--- src/rtl/ahb_decode_mux.sv ---
// AHB address decoder and response mux: one-hot slave select from the address
// phase, data-phase response steering, and a two-cycle ERROR default slave.

module ahb_slave_match #(
  parameter int AW = 32
) (
  input  logic [AW-1:0] addr_in,
  input  logic [AW-1:0] base_in,
  input  logic [AW-1:0] mask_in,
  output logic          hit_out
);
  assign hit_out = ((addr_in & mask_in) == (base_in & mask_in));
endmodule

module ahb_decode_mux #(
  parameter int AHB_ADDR_WIDTH = 32,
  parameter int AHB_DATA_WIDTH = 32,
  parameter int SLAVE_DEVICES  = 4,
  parameter logic [SLAVE_DEVICES*AHB_ADDR_WIDTH-1:0] SLAVE_BASE =
    {32'h45683000, 32'h45682000, 32'h45681000, 32'h45680000},
  parameter logic [SLAVE_DEVICES*AHB_ADDR_WIDTH-1:0] SLAVE_MASK =
    {4{32'hFFFFF000}}
) (
  input  logic                                     bus_clk_in,
  input  logic                                     bus_rst_in,
  input  logic [AHB_ADDR_WIDTH-1:0]                bus_addr_in,
  input  logic [1:0]                               bus_trans_in,
  output logic [SLAVE_DEVICES-1:0]                 slave_sel_out,
  input  logic [SLAVE_DEVICES-1:0]                 slave_ready_in,
  input  logic [SLAVE_DEVICES-1:0]                 slave_resp_in,
  input  logic [SLAVE_DEVICES*AHB_DATA_WIDTH-1:0]  slave_rdata_in,
  output logic                                     bus_ready_out,
  output logic                                     bus_resp_out,
  output logic [AHB_DATA_WIDTH-1:0]                bus_rdata_out,
  output logic [7:0]                               decode_err_cnt_out
);

  localparam int IDX_W = (SLAVE_DEVICES > 1) ? $clog2(SLAVE_DEVICES) : 1;

  typedef enum logic [1:0] {
    DS_IDLE = 2'd0,
    DS_ERR1 = 2'd1,
    DS_ERR2 = 2'd2
  } ds_state_e;

  logic [SLAVE_DEVICES-1:0]                     match;
  logic [SLAVE_DEVICES-1:0][AHB_DATA_WIDTH-1:0] rdata_arr;
  logic                                         hit;
  logic [IDX_W-1:0]                             hit_idx;
  logic                                         active, accept, unmapped_act;
  logic                                         unused_trans0;

  ds_state_e        ds_q, ds_d;
  logic             owner_vld_q, owner_vld_d;
  logic [IDX_W-1:0] owner_idx_q, owner_idx_d;
  logic [7:0]       cnt_q, cnt_d;

  for (genvar i = 0; i < SLAVE_DEVICES; i++) begin : g_slv
    ahb_slave_match #(.AW(AHB_ADDR_WIDTH)) u_match (
      .addr_in (bus_addr_in),
      .base_in (SLAVE_BASE[i*AHB_ADDR_WIDTH +: AHB_ADDR_WIDTH]),
      .mask_in (SLAVE_MASK[i*AHB_ADDR_WIDTH +: AHB_ADDR_WIDTH]),
      .hit_out (match[i])
    );
  end

  assign rdata_arr     = slave_rdata_in;
  assign unused_trans0 = bus_trans_in[0];

  // Isolating the lowest set bit gives lowest-index priority on overlaps.
  assign slave_sel_out = match & (~match + SLAVE_DEVICES'(1));

  always_comb begin
    hit     = |match;
    hit_idx = '0;
    for (int i = SLAVE_DEVICES - 1; i >= 0; i--)
      if (match[i]) hit_idx = IDX_W'(i);
  end

  assign active       = bus_trans_in[1];
  assign accept       = bus_ready_out;
  assign unmapped_act = active & ~hit;

  always_comb begin
    bus_ready_out = 1'b1;
    bus_resp_out  = 1'b0;
    bus_rdata_out = '0;
    if (owner_vld_q) begin
      bus_ready_out = slave_ready_in[owner_idx_q];
      bus_resp_out  = slave_resp_in[owner_idx_q];
      bus_rdata_out = rdata_arr[owner_idx_q];
    end else begin
      case (ds_q)
        DS_ERR1: begin bus_ready_out = 1'b0; bus_resp_out = 1'b1; end
        DS_ERR2: begin bus_ready_out = 1'b1; bus_resp_out = 1'b1; end
        default: ;
      endcase
    end
  end

  always_comb begin
    owner_vld_d = owner_vld_q;
    owner_idx_d = owner_idx_q;
    ds_d        = ds_q;
    cnt_d       = cnt_q;
    if (accept) begin
      owner_vld_d = active & hit;
      if (hit) owner_idx_d = hit_idx;
    end
    case (ds_q)
      DS_IDLE: if (accept && unmapped_act) ds_d = DS_ERR1;
      DS_ERR1: ds_d = DS_ERR2;
      DS_ERR2: ds_d = (accept && unmapped_act) ? DS_ERR1 : DS_IDLE;
      default: ds_d = DS_IDLE;
    endcase
    // ERR1 never accepts, so every counted event is an entry into ERR1.
    if (accept && unmapped_act && ds_q != DS_ERR1 && cnt_q != 8'hFF)
      cnt_d = cnt_q + 8'd1;
  end

  always_ff @(posedge bus_clk_in) begin
    if (bus_rst_in) begin
      ds_q        <= DS_IDLE;
      owner_vld_q <= 1'b0;
      owner_idx_q <= '0;
      cnt_q       <= 8'd0;
    end else begin
      ds_q        <= ds_d;
      owner_vld_q <= owner_vld_d;
      owner_idx_q <= owner_idx_d;
      cnt_q       <= cnt_d;
    end
  end

  assign decode_err_cnt_out = cnt_q;

endmodule
--- config.mk ---
export PLATFORM = sky130hd
export DESIGN_NAME = ahb_decode_mux
export DESIGN_NICKNAME = d
export VERILOG_FILES = /design/src/rtl/ahb_decode_mux.sv
export SDC_FILE = /design/constraint.sdc
export NUM_CORES = 1
export LEC_CHECK = 0
export ABC_AREA = 1
export CORE_AREA = 3 3 86 88
export DETAILED_ROUTE_END_ITERATION = 12
export DIE_AREA = 0 0 89 91
export PLACE_DENSITY = 0.87
export SLEW_MARGIN = 10
export SYNTH_ARGS = -nofsm -noshare
export SYNTH_HDL_FRONTEND = slang
export SYNTH_SLANG_ARGS = --single-unit
--- constraint.sdc ---
create_clock -name bus_clk_in -period 3.65 [get_ports bus_clk_in]
set_input_delay 0.5475 -clock bus_clk_in [delete_from_list [all_inputs] [get_ports bus_clk_in]]
set_output_delay 0.5475 -clock bus_clk_in [all_outputs]
set_load 0.02 [all_outputs]
**After elaboration in Yosys (flattened, before gate mapping)**

Index checks and enable logic that the tools add are counted.

- Register bits after elaboration: 13
- Input port bits: 172
- Output and inout bits: 46
- Logic and storage cells: 46

- $add $sub $neg: 2
- Magnitude comparators: 1
- Equal/unequal tests: 9
- Mux-type cells: 18
- Bitwise logic cells: 5
- Reduce and logical (&&, ||, !) cells: 7

Operator list:

| kind | number |
|---|---|
| == test 20 x 19 -> 1 bit, second input constant | 4 |
| binary-select mux 32 bit (select 2 bit) | 1 |
| 2-to-1 mux 32 bit | 2 |
| 2-to-1 mux 2 bit | 5 |
| adder 8 x 1 -> 8 bit, second input constant | 1 |
| inequality test 8 bit, second input constant | 1 |
| 2-to-1 mux 1 bit | 7 |
| case mux 2 bit (3 select lines) | 1 |
| adder 4 x 1 -> 4 bit, second input constant | 1 |
| AND 4 bit | 1 |
| binary-select mux 1 bit (select 2 bit) | 2 |
| inverter 4 bit | 1 |
| OR reduction 4 bit | 1 |
| logical AND 1 bit | 3 |
| < comparator 2 x 3 -> 1 bit, second input constant | 1 |
| AND 1 bit | 2 |
| == test 2 x 1 -> 1 bit, second input constant | 1 |
| == test 2 bit, second input constant | 1 |
| zero test 2 bit | 1 |
| inequality test 2 x 1 -> 1 bit, second input constant | 1 |
| inequality test 2 bit, second input constant | 1 |
| AND reduction 2 bit | 1 |
| OR reduction 2 bit | 1 |
| inverter 1 bit | 1 |

**Longest topological paths before layout**

Gate-level depths: netlist (run 1).

- Depth in word-level cells: 7
- Mapped depth: 12
- Gate-level depth less buffers: 11

**Hierarchy**

A second synthesis (run 1) with hierarchy kept.

- Cell total of the unflattened synthesis: 1014
- Area total of the unflattened synthesis: 4727.0 um^2

By module, submodules not included:

| module | times used | cells each | area each (um^2) | seq. area each (um^2) |
|---|---|---|---|---|
| ahb_slave_match | 4 | 155 | 653.1 | 0.0 |
| ahb_decode_mux | 1 | 394 | 2114.5 | 260.2 |

**Worst setup path before layout (run 1)**

OpenSTA, ideal clock, no wires.

- Path kind: input -> output
- From: in bus_addr_in[17]
- To: out slave_sel_out[0]
- Arrival: 1433 ps
- Data required time: 3102 ps
- Setup slack: 1669 ps
- Stages: 5
- Path buffers: 0
- Cell sequence: nor2_1 -> inv_1 -> nor2_1 -> nand4_1 -> nor3_1

- Longest elaborated chain between the ends: 4

RTL lines:

| item | line | RTL |
|---|---|---|
| start: declaration | 26 | `input logic [AHB_ADDR_WIDTH-1:0] bus_addr_in,` |
| == test 20 x 19 -> 1 bit * | 12 | `assign hit_out = ((addr_in & mask_in) == (base_in & mask_in));` |
| inverter 4 bit | 71 | `assign slave_sel_out = match & (~match + SLAVE_DEVICES'(1));` |
| adder 4 x 1 -> 4 bit | 71 |  |
| AND 4 bit * | 71 |  |
| end: declaration | 28 | `output logic [SLAVE_DEVICES-1:0] slave_sel_out,` |

Mark *: on every way between the ends. The rest lies on a longest branch, timed or not.

**Final worst setup path (run 1)**

- From: reg owner_idx_q[0]
- To: out bus_rdata_out[0]

- Longest elaborated chain between the ends: 3

RTL lines:

| item | line | RTL |
|---|---|---|
| start: declaration | 55 | `logic [IDX_W-1:0] owner_idx_q, owner_idx_d;` |
| start signal: assignment | 130 | `owner_idx_q <= owner_idx_d;` |
| binary-select mux 32 bit (select 2 bit) | 91 | `bus_rdata_out = rdata_arr[owner_idx_q];` |
| 2-to-1 mux 32 bit (not written as such) | 91 |  |
| 2-to-1 mux 32 bit | 88 | `if (owner_vld_q) begin` |
| end: declaration | 34 | `output logic [AHB_DATA_WIDTH-1:0] bus_rdata_out,` |

No other way between the ends. The select of a mux whose other input is x is not followed.

==> impl_metrics.py, run 1 <==
metrics = {
    "cts": {
        "cts_setup_buffers": 0,
        "worstSkewPairLatency_ns": 0.25,
        "cts-resized-gates": 0,
        "path_clk_slew_ns": 0.05,
        "cts_tree": "done",
        "cts_hold_buf": 0,
        "cts.sinks": 13,
        "numCtsBuffers": 3,
        "cts_buffer_depth": 2,
        "htreeDepth": 1,
        "cts_root_buf": "clkbuf_8",
    },
    "flow_run": {
        "cap_violations": 0,
    },
    "power": {
        "leakage_nw": 1.683,
        "ir_drop_mv": 0.09305,
        "p_total_mw": 0.6241,
        "power.density_nw_per_um2": 146.2,
    },
    "layout": {
        "nNetsFinal": 790,
        "syn2layout_area_growth_pct": 95.14,
        "multi_input_area_um2": 1690,
        "drive_above_1_share_pct": 3.928,
        "regArea_um2": 261.5,
        "diodes": 0,
        "fill_cells": 597,
    },
    "detailed_routing": {
        "ant_nets": 0,
        "post-route-drc-count": 0,
        "wl_per_cell_um": 13.77,
        "drt_pass1_iterations": 4,
        "viasPerCell": 4.954,
        "drtIter0Drc": 164,
        "num_vias": 3423,
        "routed_wl_um": 9518,
    },
    "sta": {
        "hold_violations": 0,
        "fmax_mhz": 341.4,
        "worst_slew_pin_slew_ns": 1.092,
        "finalSetupTns_ns": 0,
        "fin_ws_ns": 0.7208,
        "relSlewSlack_pct": 27.14,
        "fin_crit_ns": 2.929,
        "skew_ns": 0.007920,
        "slew_viol_final": 0,
        "fin_crit_sh_pct": 80.25,
        "rsz0062_at_grt": "no",
        "finalSetupViolations": 0,
    },
    "yosys": {
        "postSynthCellCount": 427,
        "syn_area_um2": 2187,
        "yosysSeqAreaShare_pct": 11.90,
        "syn_nets": 605,
        "synth_cell_types": 29,
        "ys_seq_elements": 13,
        "ys_warn_count": 0,
        "syn_area_per_cell_um2": 5.122,
    },
    "floorplanning": {
        "io_pins": 218,
        "dieArea_um2": 8099,
        "fp.dieH_um": 91,
        "die_x_um": 89,
        "coreArea_um2": 6719,
        "fp-row-count": 30,
        "initial_core_util_pct": 32.55,
    },
    "min_path": {
        "min_from": "decode_err_cnt_out[6]",
        "hold_path.class": "reg2reg",
        "holdPathEnd": "decode_err_cnt_out[6]",
        "hold_depth": 2,
    },
    "grt": {
        "grt_util_all_layers_pct": 22.19,
        "grt_pass1_vias": 3210,
        "grt_max_degree": 70,
        "antenna_found_initial": 0,
        "grt_pass1_wl_um": 14790,
        "overflow": 0,
    },
    "setup_path": {
        "reg2reg_depth": 8,
        "r2r_start": "owner_idx_q[0]",
        "slowest_stage": "clkdlybuf4s50_1",
        "start_kind": "flop",
        "rr_endpoint": "decode_err_cnt_out[4]",
        "cp_data_required_time_ns": 3.10,
        "path_common_cell": "nor2_1",
        "slowest_delay_ns": 0.65,
        "path_max_fanout": 69,
        "cp_cell_sequence": "buf_4 -> nor2_1 -> nor2_1 -> o21ai_0 -> a21oi_1 -> clkdlybuf4s50_1",
        "worstSetupPathType": "reg2out",
        "cp-end-kind": "primary output",
        "critPathArrivalTime_ns": 2.38,
        "r2r_setup_slack_ns": 1.46,
    },
    "placed_design": {
        "post-place-ws_ns": 0.8617,
        "io_buffer_count": 204,
        "routabilityCongestion": 0.9045,
        "place_hpwl_um": 7533,
    },
    "run_status": {
        "status": "finished clean",
    },
}
## cell usage after synthesis
master | n | share of area, %
a21boi_4 | 1 | 0.86
a21oi_1 | 43 | 9.8
a22oi_1 | 1 | 0.34
a31oi_1 | 1 | 0.29
buf_1 | 1 | 0.17
buf_2 | 5 | 1.1
buf_4 | 1 | 0.34
buf_6 | 3 | 1.5
clkbuf_1 | 18 | 3.1
clkinv_1 | 1 | 0.17
clkinv_2 | 1 | 0.23
dfxtp_1 | 13 | 12
ha_1 | 6 | 3.4
inv_1 | 23 | 3.9
inv_2 | 1 | 0.17
nand2_1 | 40 | 6.9
nand2_2 | 1 | 0.29
nand3_1 | 11 | 2.5
nand3_2 | 4 | 1.8
nand4_1 | 10 | 2.9
nor2_1 | 157 | 27
nor2_2 | 5 | 1.4
nor3_1 | 4 | 0.92
nor3_2 | 1 | 0.46
nor4_2 | 1 | 0.57
o21ai_0 | 68 | 16
or2_2 | 1 | 0.29
xnor2_1 | 1 | 0.40
xor2_1 | 4 | 1.6
## routing by layer
layer / wire length, um / GRT usage, % / vias up
li1: - / - / 1758
met1: 3630 / 25.27 / 1523
met2: 5127 / 42.70 / 133
met3: 684 / 4.174 / 9
met4: 75 / 2.605 / 0
met5: 0 / 0 / -
## logic make-up (layout without fill, tap and decap cells)
family / Yosys count / count (layout) / synth area share, %
compound gates: 114 / 114 / 26.89
xor+xnor: 5 / 5 / 2.002
fa+ha+maj: 6 / 6 / 3.432
buf+inv: 54 / 238 / 10.81
flops: 13 / 13 / 11.90
simple gates: 235 / 235 / 44.97
## placed cells by master (no fill, tap or decap), types with 3 or more instances in the layout
master / synthesis / final
a21oi_1: 43 / 43
buf_4: 1 / 4
clkbuf_8: 0 / 3
clkdlybuf4s50_1: 0 / 204
dfxtp_1: 13 / 12
ha_1: 6 / 6
inv_1: 23 / 23
nand2_1: 40 / 40
nand3_1: 11 / 11
nand3_2: 4 / 4
nand4_1: 10 / 10
nor2_1: 157 / 157
nor2_2: 5 / 5
nor3_1: 4 / 4
o21ai_0: 68 / 68
xor2_1: 4 / 4
## report_power, final
| group | switching [mW] | leakage [nW] | internal, mW |
|---|---|---|---|
| combinational | 0.123 | 1.55 | 0.210 |
| sequential | 0.0104 | 0.106 | 0.151 |
| clock | 0.0529 | 0.0228 | 0.0771 |
## critical path: cells and delay by family (launching register included)
| family | cells | cell delay [ns] |
|---|---|---|
| flops | 1 | 0.33 |
| compound gates | 2 | 0.39 |
| simple gates | 2 | 0.20 |
| buf+inv | 2 | 1.19 |
## worst max path at each step
stage	end	slack, ns	startpoint
2_1_floorplan	slave_sel_out[0]	1.67	bus_addr_in[17]
3_3_place_gp	slave_sel_out[3]	0.91	bus_addr_in[17]
3_5_place_dp	slave_sel_out[1]	0.86	bus_addr_in[21]
4_1_cts	bus_rdata_out[0]	0.69	owner_idx_q[0]
5_1_grt	bus_rdata_out[31]	0.52	owner_idx_q[0]
6_report	bus_rdata_out[0]	0.72	owner_idx_q[0]
## registers in the layout (all words and copies together), names as in the netlist
register,count
owner_idx_q,2
decode_err_cnt_out,8
ds_q,2
owner_vld_q,1
## through the flow
stage | utilization [%] | hold slack [ns] | cell area [um2] | std cells
5_1_grt | 63.52 | 0.5275 | 4268 | 691
3_5_place_dp | 62.85 | 0.4955 | 4223 | 687
6_report | 63.52 | 0.5072 | 4268 | 691
4_1_cts | 63.52 | 0.5030 | 4268 | 691
2_1_floorplan | - | 0.5062 | 2187 | 427
3_3_place_gp | 62.85 | 0.4632 | 4223 | 687
## layout make-up
cell class              count  share of cell area [%]
repair buffers            208                   48.55
multi-input cells         360                   39.61
flip-flops and latches     13                   6.127
well taps                  80                   2.345
inverters                  26                   2.316
clock buffers               4                   1.055
(Power assumes the default switching activity.)
==> run 2: changes to the inputs <==
Settings changed: CORE_AREA 3 3 86 88 to 3 3 90 92, DIE_AREA 0 0 89 91 to 0 0 93 95, PLACE_DENSITY 0.87 to 0.8.
Clock period 3.65 ns to 2.9 ns, I/O delays scaled along.
==> run 2 against run 1 <==
Compared with the run above:
- critical path depth stayed put
- design area rose by 1.2%
- global-route usage down 1.2 points
- via count is 0.73% lower
- core utilization fell by 4.3 points
- total power increased by 26%
- sequential cell count unchanged
- die area up 9.1%
- sequential share of layout area fell by 0.073 points
- sequential power increased by 26%
- final cell count grew 3.0%
- combinational power grew 26%
- critical endpoint is now slave_sel_out[2]
- largest power group unchanged
==> impl_metrics.py, run 2 (synthesis results as in run 1) <==
metrics = {
    "floorplanning": {
        "initial_core_util_pct": 29.99,
        "fp.dieH_um": 95,
        "io_pins": 218,
        "fp-row-count": 31,
        "coreArea_um2": 7292,
        "dieArea_um2": 8835,
        "die_x_um": 93,
    },
    "setup_path": {
        "start_kind": "input port",
        "slowest_stage": "clkdlybuf4s50_1",
        "cp_data_required_time_ns": 2.47,
        "slowest_delay_ns": 0.67,
        "worstSetupPathType": "in2out",
        "cp_cell_sequence": "clkdlybuf4s50_1 -> nand2_1 -> nor2_1 -> nand4_1 -> nor3_1 -> clkdlybuf4s50_1",
        "critPathArrivalTime_ns": 2.20,
        "path_max_fanout": 4,
        "path_common_cell": "clkdlybuf4s50_1",
        "reg2reg_depth": 7,
        "r2r_setup_slack_ns": 0.95,
        "r2r_start": "ds_q[1]",
        "rr_endpoint": "decode_err_cnt_out[4]",
        "cp-end-kind": "primary output",
    },
    "detailed_routing": {
        "ant_nets": 0,
        "viasPerCell": 4.772,
        "routed_wl_um": 9759,
        "num_vias": 3398,
        "drt_pass1_iterations": 4,
        "wl_per_cell_um": 13.71,
        "post-route-drc-count": 0,
        "drtIter0Drc": 69,
    },
    "power": {
        "ir_drop_mv": 0.1420,
        "power.density_nw_per_um2": 181.5,
        "leakage_nw": 1.694,
    },
    "flow_run": {
        "cap_violations": 0,
    },
    "layout": {
        "regArea_um2": 261.5,
        "syn2layout_area_growth_pct": 97.48,
        "diodes": 0,
        "final_cell_mix": "clkdlybuf4s50_1 (204), nor2_1 (157), o21ai_0 (68)",
        "layout_commonest_cell": "clkdlybuf4s50_1",
        "nNetsFinal": 792,
        "fill_cells": 718,
        "largest_reg_flops": 8,
        "final_area_um2": 4319,
        "multi_input_area_um2": 1690,
        "drive_above_1_share_pct": 4.241,
    },
    "grt": {
        "grt_pass1_wl_um": 15340,
        "grt_max_degree": 70,
        "overflow": 0,
        "grt_pass1_vias": 3300,
        "antenna_found_initial": 0,
        "grt_util_all_layers_pct": 20.99,
    },
    "cts": {
        "path_clk_slew_ns": 0.06,
        "cts_setup_buffers": 0,
        "cts_root_buf": "clkbuf_8",
        "cts_hold_buf": 0,
        "cts-resized-gates": 0,
        "cts_buffer_depth": 2,
        "numCtsBuffers": 3,
        "cts_tree": "done",
        "worstSkewPairLatency_ns": 0.24,
        "cts.sinks": 13,
        "htreeDepth": 1,
    },
    "min_path": {
        "hold_depth": 2,
        "holdPathEnd": "decode_err_cnt_out[4]",
        "min_from": "decode_err_cnt_out[4]",
        "hold_path.class": "reg2reg",
    },
    "placed_design": {
        "routabilityCongestion": 0.8340,
        "placed_cell_area_um2": 4274,
        "place_hpwl_um": 7836,
        "io_buffer_count": 204,
    },
    "sta": {
        "fmax_mhz": 379.1,
        "relSlewSlack_pct": 59.13,
        "rsz0062_at_grt": "no",
        "slew_viol_final": 0,
        "finalSetupTns_ns": 0,
        "fin_crit_ns": 2.638,
        "fin_crit_sh_pct": 90.96,
        "worst_slew_pin_slew_ns": 0.6122,
        "skew_ns": 0.001939,
        "finalSetupViolations": 0,
        "hold_violations": 0,
    },
    "run_status": {
        "status": "finished clean",
    },
}
[run 2: worst max-delay path, delay by kind of cell]
kind | cells | cell delay, ns
buffers and inverters | 2 | 1.16
AND/OR/NAND/NOR | 4 | 0.62
[run 2: stage by stage]
stage	hold WS, ns	std cells	utilization (%)	power [mW]	worst slack, ns
2_1_floorplan	0.5062	427	-	0.3579	1.137
3_3_place_gp	0.4649	708	58.61	0.6117	0.3488
3_5_place_dp	0.4882	708	58.61	0.6239	0.2765
4_1_cts	0.4965	712	59.23	0.7877	0.2507
5_1_grt	0.5049	712	59.23	0.8386	0.09181
6_report	0.4985	712	59.23	0.7839	0.2620
[run 2: power breakdown]
part	leakage, nW	internal (mW)	switching [mW]	total [mW]
Sequential	0.106	0.190	0.0128	0.203
Combinational	1.57	0.264	0.154	0.418
Clock	0.0228	0.0970	0.0661	0.163
Total	1.69	0.552	0.232	0.784
[run 2: worst max path at each step]
stage | endpoint | cells past startpoint | start
floorplan | bus_rdata_out[24] | 6 | owner_idx_q[0]
global placement | slave_sel_out[2] | 7 | bus_addr_in[17]
detailed placement | slave_sel_out[2] | 6 | bus_addr_in[21]
CTS | bus_rdata_out[24] | 5 | owner_idx_q[0]
global route | bus_rdata_out[27] | 5 | owner_idx_q[0]
finish | slave_sel_out[2] | 6 | bus_addr_in[21]
[run 2: metal layers]
metal	track usage, %	up-vias	part of all wire [%]
li1	-	1773	-
met1	24.08	1488	39
met2	38.93	125	53
met3	5.418	12	7.1
met4	4.762	0	1.4
met5	0	-	0
[run 2: layout make-up]
type                    count  area share (%)
clock buffers               4           1.043
inverters                  26           2.289
multi-input cells         360           39.14
flip-flops and latches     13           6.054
well taps                  99           2.868
repair buffers            210           48.61
==> run 3: changes to the inputs <==
Settings changed: SLEW_MARGIN 10 to unset.
==> results of run 3 <==
The final DEF is identical to that of run 2; final timing and power are the same.
